==> src/rtl/sr_ff_state_monitor.sv <==
// SR flip-flop q/qb monitor: samples the pair, filters glitches, tracks the accepted
// state and counts transitions. Optional macro XZ_DETECT_EN maps X/Z samples to INVALID.
module sr_ff_state_monitor #(
   parameter int CNT_W      = 8,
   parameter int STABLE_CYC = 2
) (
   input  logic             clk,
   input  logic             rst_n,
   input  logic             en,
   input  logic             clr,
   input  logic             q,
   input  logic             qb,
   output logic [1:0]       state,
   output logic             state_valid,
   output logic [CNT_W-1:0] rise_cnt,
   output logic [CNT_W-1:0] fall_cnt,
   output logic [CNT_W-1:0] illegal_cnt,
   output logic             illegal
);

   localparam int STAB_W = $clog2(STABLE_CYC + 1);
   localparam logic [STAB_W-1:0] STAB_MAX = STAB_W'(STABLE_CYC);

   localparam logic [1:0] ST_UNKNOWN = 2'b00;
   localparam logic [1:0] ST_RESET   = 2'b01;
   localparam logic [1:0] ST_SET     = 2'b10;
   localparam logic [1:0] ST_INVALID = 2'b11;

   function automatic logic [CNT_W-1:0] sat_inc(input logic [CNT_W-1:0] v);
      if (v == {CNT_W{1'b1}}) begin
         return v;
      end else begin
         return v + CNT_W'(1);
      end
   endfunction

   logic              q_s_q, q_s_d;
   logic              qb_s_q, qb_s_d;
   logic              smp_vld_q, smp_vld_d;
   logic [1:0]        cls_q, cls_d;
   logic [STAB_W-1:0] stab_q, stab_d;
   logic [1:0]        state_q, state_d;
   logic              state_valid_q, state_valid_d;
   logic [CNT_W-1:0]  rise_q, rise_d;
   logic [CNT_W-1:0]  fall_q, fall_d;
   logic [CNT_W-1:0]  ill_cnt_q, ill_cnt_d;
   logic              illegal_q, illegal_d;
   logic [1:0]        cls_s;
   logic              accept_s;
   logic [CNT_W-1:0]  rise_inc_s, fall_inc_s, ill_inc_s;
   logic              illegal_set_s;

   // Classify the registered pair
   always_comb begin
      cls_s = ST_INVALID;
`ifdef XZ_DETECT_EN
      if ((^{q_s_q, qb_s_q}) === 1'bx) begin
         cls_s = ST_INVALID;
      end else begin
         case ({q_s_q, qb_s_q})
            2'b10:   cls_s = ST_SET;
            2'b01:   cls_s = ST_RESET;
            default: cls_s = ST_INVALID;
         endcase
      end
`else
      case ({q_s_q, qb_s_q})
         2'b10:   cls_s = ST_SET;
         2'b01:   cls_s = ST_RESET;
         default: cls_s = ST_INVALID;
      endcase
`endif
   end

   // Sampling, stability filter and acceptance; smp_vld keeps the reset-value sample out of the filter
   always_comb begin
      q_s_d     = q_s_q;
      qb_s_d    = qb_s_q;
      smp_vld_d = smp_vld_q;
      cls_d     = cls_q;
      stab_d    = stab_q;
      accept_s  = 1'b0;
      if (en) begin
         q_s_d     = q;
         qb_s_d    = qb;
         smp_vld_d = 1'b1;
         if (smp_vld_q) begin
            cls_d = cls_s;
            if (cls_s == cls_q) begin
               if (stab_q == STAB_MAX) begin
                  stab_d = STAB_MAX;
               end else begin
                  stab_d = stab_q + STAB_W'(1);
               end
            end else begin
               stab_d = STAB_W'(1);
            end
            accept_s = (stab_d == STAB_MAX) && (cls_s != state_q);
         end else begin
            cls_d = cls_q;
         end
      end else begin
         accept_s = 1'b0;
      end
   end

   // State FSM and event counters; clr overrides any same-edge increment
   always_comb begin
      state_d       = state_q;
      state_valid_d = state_valid_q;
      rise_inc_s    = rise_q;
      fall_inc_s    = fall_q;
      ill_inc_s     = ill_cnt_q;
      illegal_set_s = illegal_q;
      if (accept_s) begin
         state_d       = cls_s;
         state_valid_d = 1'b1;
         case (cls_s)
            ST_INVALID: begin
               ill_inc_s     = sat_inc(ill_cnt_q);
               illegal_set_s = 1'b1;
            end
            ST_SET: begin
               if (state_q == ST_RESET) begin
                  rise_inc_s = sat_inc(rise_q);
               end else begin
                  rise_inc_s = rise_q;
               end
            end
            ST_RESET: begin
               if (state_q == ST_SET) begin
                  fall_inc_s = sat_inc(fall_q);
               end else begin
                  fall_inc_s = fall_q;
               end
            end
            default: state_d = ST_UNKNOWN;
         endcase
      end else begin
         state_d = state_q;
      end
      rise_d    = clr ? {CNT_W{1'b0}} : rise_inc_s;
      fall_d    = clr ? {CNT_W{1'b0}} : fall_inc_s;
      ill_cnt_d = clr ? {CNT_W{1'b0}} : ill_inc_s;
      illegal_d = clr ? 1'b0 : illegal_set_s;
   end

   // State registers with synchronous active-low reset
   always_ff @(posedge clk) begin
      if (!rst_n) begin
         q_s_q         <= 1'b0;
         qb_s_q        <= 1'b0;
         smp_vld_q     <= 1'b0;
         cls_q         <= 2'b00;
         stab_q        <= {STAB_W{1'b0}};
         state_q       <= ST_UNKNOWN;
         state_valid_q <= 1'b0;
         rise_q        <= {CNT_W{1'b0}};
         fall_q        <= {CNT_W{1'b0}};
         ill_cnt_q     <= {CNT_W{1'b0}};
         illegal_q     <= 1'b0;
      end else begin
         q_s_q         <= q_s_d;
         qb_s_q        <= qb_s_d;
         smp_vld_q     <= smp_vld_d;
         cls_q         <= cls_d;
         stab_q        <= stab_d;
         state_q       <= state_d;
         state_valid_q <= state_valid_d;
         rise_q        <= rise_d;
         fall_q        <= fall_d;
         ill_cnt_q     <= ill_cnt_d;
         illegal_q     <= illegal_d;
      end
   end

   assign state       = state_q;
   assign state_valid = state_valid_q;
   assign rise_cnt    = rise_q;
   assign fall_cnt    = fall_q;
   assign illegal_cnt = ill_cnt_q;
   assign illegal     = illegal_q;

endmodule

==> config.mk <==
export PLATFORM = sky130hd
export DESIGN_NAME = sr_ff_state_monitor
export DESIGN_NICKNAME = d
export VERILOG_FILES = /design/src/rtl/sr_ff_state_monitor.sv
export SDC_FILE = /design/constraint.sdc
export NUM_CORES = 1
export LEC_CHECK = 0
export ABC_AREA = 1
export CORE_ASPECT_RATIO = 1.2
export CORE_MARGIN = 2
export CORE_UTILIZATION = 45
export CTS_CLUSTER_SIZE = 16
export DETAILED_ROUTE_END_ITERATION = 7
export DONT_BUFFER_PORTS = 1
export MAX_ROUTING_LAYER = met4
export PLACE_DENSITY_LB_ADDON = 0.08
export RECOVER_POWER = 100
export SETUP_SLACK_MARGIN = 0.05
export SYNTH_ARGS = -nofsm -noshare
export SYNTH_HDL_FRONTEND = slang
export SYNTH_SLANG_ARGS = --single-unit
==> constraint.sdc <==
create_clock -name clk -period 2.75 [get_ports clk]
set_input_delay 0.6875 -clock clk [delete_from_list [all_inputs] [get_ports clk]]
set_output_delay 0.6875 -clock clk [all_outputs]
set_load 0.02 [all_outputs]
==> flow_summary_export.csv <==
group,metric,value,unit
outcome,status,"finished clean",
global_routing,grt_max_degree,21,
worst_setup_path,slowest_stage,"dfxtp_1",
yosys,synth_cells,275,
cts,clk_pin_slew,0.07,ns
global_routing,first_global_vias,1563,
yosys,syn_area,0.00191,mm²
global_routing,grt_overflow,0,
final_layout,n_antenna_cell,0,
power_and_ir_drop,peakVddDrop,0.295,mV
drt,vias_per_cell,5.11,
drt,drtIter0Drc,90,
place,hpwl,2.97,mm
floorplanning,initial_core_util,47.7,%
cts,htreeDepth,2,
yosys,syn_area_per_cell,6.94,µm²
timing,period_needed,2.14,ns
yosys,ys_seq_area_share,36.7,%
cts,cts_buffers,5,
yosys,yosysWarnings,0,
final_layout,area_growth,7.02,%
floorplanning,core_area,0.00400,mm²
place,post-place-ws,0.831,ns
floorplanning,fp-row-count,25,
job,drv_cap,0,
timing,hold_violations,0,
yosys,synth_nets,289,
timing,fmax,468,MHz
timing,setup_viol,0,
final_layout,seq_area,701,µm²
global_routing,track_usage,19.4,%
floorplanning,die_h,75.3,µm
cts,cts_tree,"done",
cts,postCtsSetupRepairBufs,0,
timing,fin_ws,0.614,ns
drt,via_count,1703,
worst_setup_path,worstSetupPathType,"reg2reg",
worst_setup_path,path_cells,"inv_1 -> ha_1 -> nand2_1 -> inv_1 -> nor2_1 -> nand3_1 -> nor2_1 -> buf_4 -> nand2_4 -> o21ai_0 -> nor2_1",
drt,drtPass1Iterations,4,
final_layout,final_cell_area,0.00204,mm²
floorplanning,die_w,63.4,µm
timing,finClkSkew,0.00429,ns
final_layout,fillers,455,
timing,rsz0062_at_grt,"false",
global_routing,antenna_found_initial,0,
place,portBuffers,0,
place,dpl_cell_area,0.00196,mm²
timing,maxSlewViolCount,0,
timing,relSlewSlack,55.4,%
timing,finalCritPeriodShare,77.7,%
worst_setup_path,cp-end-kind,"register",
power_and_ir_drop,p_leak,0.000820,µW
worst_hold_path,hold_path_class,"reg2reg",
cts,cts_resized,0,
cts,cts-root-buf,"clkbuf_8",
floorplanning,die_area,0.00478,mm²
final_layout,finalNetCount,292,
cts,insertion_delay,0.29,ns
worst_setup_path,crit_path_max_fanout,13,
cts,cts_hold_buf,0,
place,gp_congestion,0.816,
timing,tns,0,ns
global_routing,grt_pass1_wl,7.07,mm
drt,wl_per_cell,12.5,µm
worst_setup_path,required,2.93,ns
timing,worst_pin_slew,0.669,ns
final_layout,layout-drive-gt1-share,4.66,%
yosys,synth_cell_type_count,24,
worst_setup_path,slowest_delay,0.36,ns
floorplanning,ioPinCount,34,
drt,postRouteAntennaNets,0,
cts,cts.path.max_buffers,2,
worst_setup_path,crit_path_start_kind,"register",
worst_setup_path,arrival,2.31,ns
power_and_ir_drop,p_per_area,479,mW/mm²
final_layout,multi_input_area,0.00103,mm²
yosys,ys_ff_latch,35,
cts,cts_num_sinks,35,
drt,drc_errors,0,
worst_setup_path,path_common_cell,"nor2_1",
drt,routed_wl,4.17,mm
-- power by group --
part	total, µW	internal [µW]	switching (µW)
sequential	518	514	4.09
combinational	44.5	13.6	30.9
clock	416	229	187
total	978	756	222
-- cell families (layout without fill, tap and decap cells) --
kind of cell,count (synthesis),after routing,share of synthesized area [%]
flops,35,35,36.7
xor+xnor,10,10,4.59
compound gates,44,44,11.9
fa+ha+maj,8,8,5.25
buf+inv,39,43,8.26
simple gates,139,139,33.3
-- placed cells by master, fill, tap and decap left out --
| cell | netlist | final |
|---|---|---|
| clkinv_1 | 1 | 1 |
| nor2_1 | 28 | 30 |
| nand3_4 | 1 | 1 |
| inv_1 | 32 | 32 |
| clkbuf_8 | 0 | 7 |
| a21oi_1 | 29 | 29 |
| nand4_1 | 14 | 14 |
| nand2_1 | 71 | 71 |
| o21ai_0 | 13 | 13 |
| ha_1 | 8 | 8 |
| nand4_2 | 1 | 1 |
| o211ai_1 | 1 | 1 |
| nand3_1 | 15 | 16 |
| nand3b_1 | 3 | 3 |
| nor3_1 | 2 | 2 |
| xor2_1 | 10 | 10 |
| buf_4 | 0 | 2 |
| a21oi_2 | 1 | 1 |
| dfxtp_1 | 35 | 35 |
| nand2_4 | 1 | 1 |
| clkbuf_1 | 2 | 1 |
-- routing by layer --
layer	routed length (µm)	up-vias	global-route usage, %
met4	65	0	7.25
li1	-	899	-
met1	1920	764	22.6
met2	1990	34	32.6
met5	0	-	-
met3	198	6	5.17
-- path summary, 6_finish.rpt --
check | endpoint | slack, ns | start | cells past startpoint
min reg2reg | cls_q[1] | 0.47 | cls_q[1] | 2
min | cls_q[1] | 0.47 | cls_q[1] | 2
max | fall_cnt[1] | 0.61 | qb_s_q | 11
max reg2reg | fall_cnt[1] | 0.61 | qb_s_q | 11
-- worst max-delay path: cells and delay by family (launching register included) --
kind	cells	cell delay, ns
buf+inv	3	0.40
flops	1	0.36
compound gates	1	0.20
simple gates	6	0.82
fa+ha+maj	1	0.24
-- Yosys cell counts --
library cell  number  area (µm²)
nand4_1           14        87.6
clkbuf_1           2        7.51
nand3_1           15        75.1
clkinv_1           1        3.75
a21oi_1           29         145
nand3b_1           3        22.5
nand3_2            1        10.0
a21oi_2            1        8.76
nor2_2             1        6.26
xor2_1            10        87.6
dfxtp_1           35         701
nand2_1           71         267
ha_1               8         100
o21ai_0           13        65.1
nand2_4            1        11.3
buf_6              1        11.3
buf_2              3        15.0
inv_1             32         120
nand3_4            1        17.5
o211ai_1           1        7.51
nand4_2            1        12.5
nor2_1            28         105
nor3_1             2        10.0
nor2_4             1        11.3
-- cell type report --
cell class / count / share of cell area [%]
multi-input combinational: 201 / 50.7
timing repair buffer: 2 / 0.735
tap: 54 / 3.31
sequential: 35 / 34.3
clock buffer: 8 / 4.90
inverter: 33 / 6.07
-- sequential cells by signal, indices dropped and copies added (netlist names) --
register and count:
fall_cnt 8, illegal_cnt 8, rise_cnt 8, cls_q 2, stab_q 2, state 2
illegal 1, q_s_q 1, qb_s_q 1, smp_vld_q 1, state_valid 1
-- stage by stage --
stage | instances | total power [µW] | utilization, % | hold WS, ns
3_5_place_dp | 325 | 577 | 48.9 | 0.461
4_1_cts | 333 | 994 | 51.4 | 0.471
5_1_grt | 333 | 1020 | 51.0 | 0.519
6_report | 333 | 978 | 51.0 | 0.474
2_1_floorplan | 275 | 567 | - | 0.438
3_3_place_gp | 325 | 577 | 48.9 | 0.465
No activity file was read; power rests on OpenSTA's default activity.
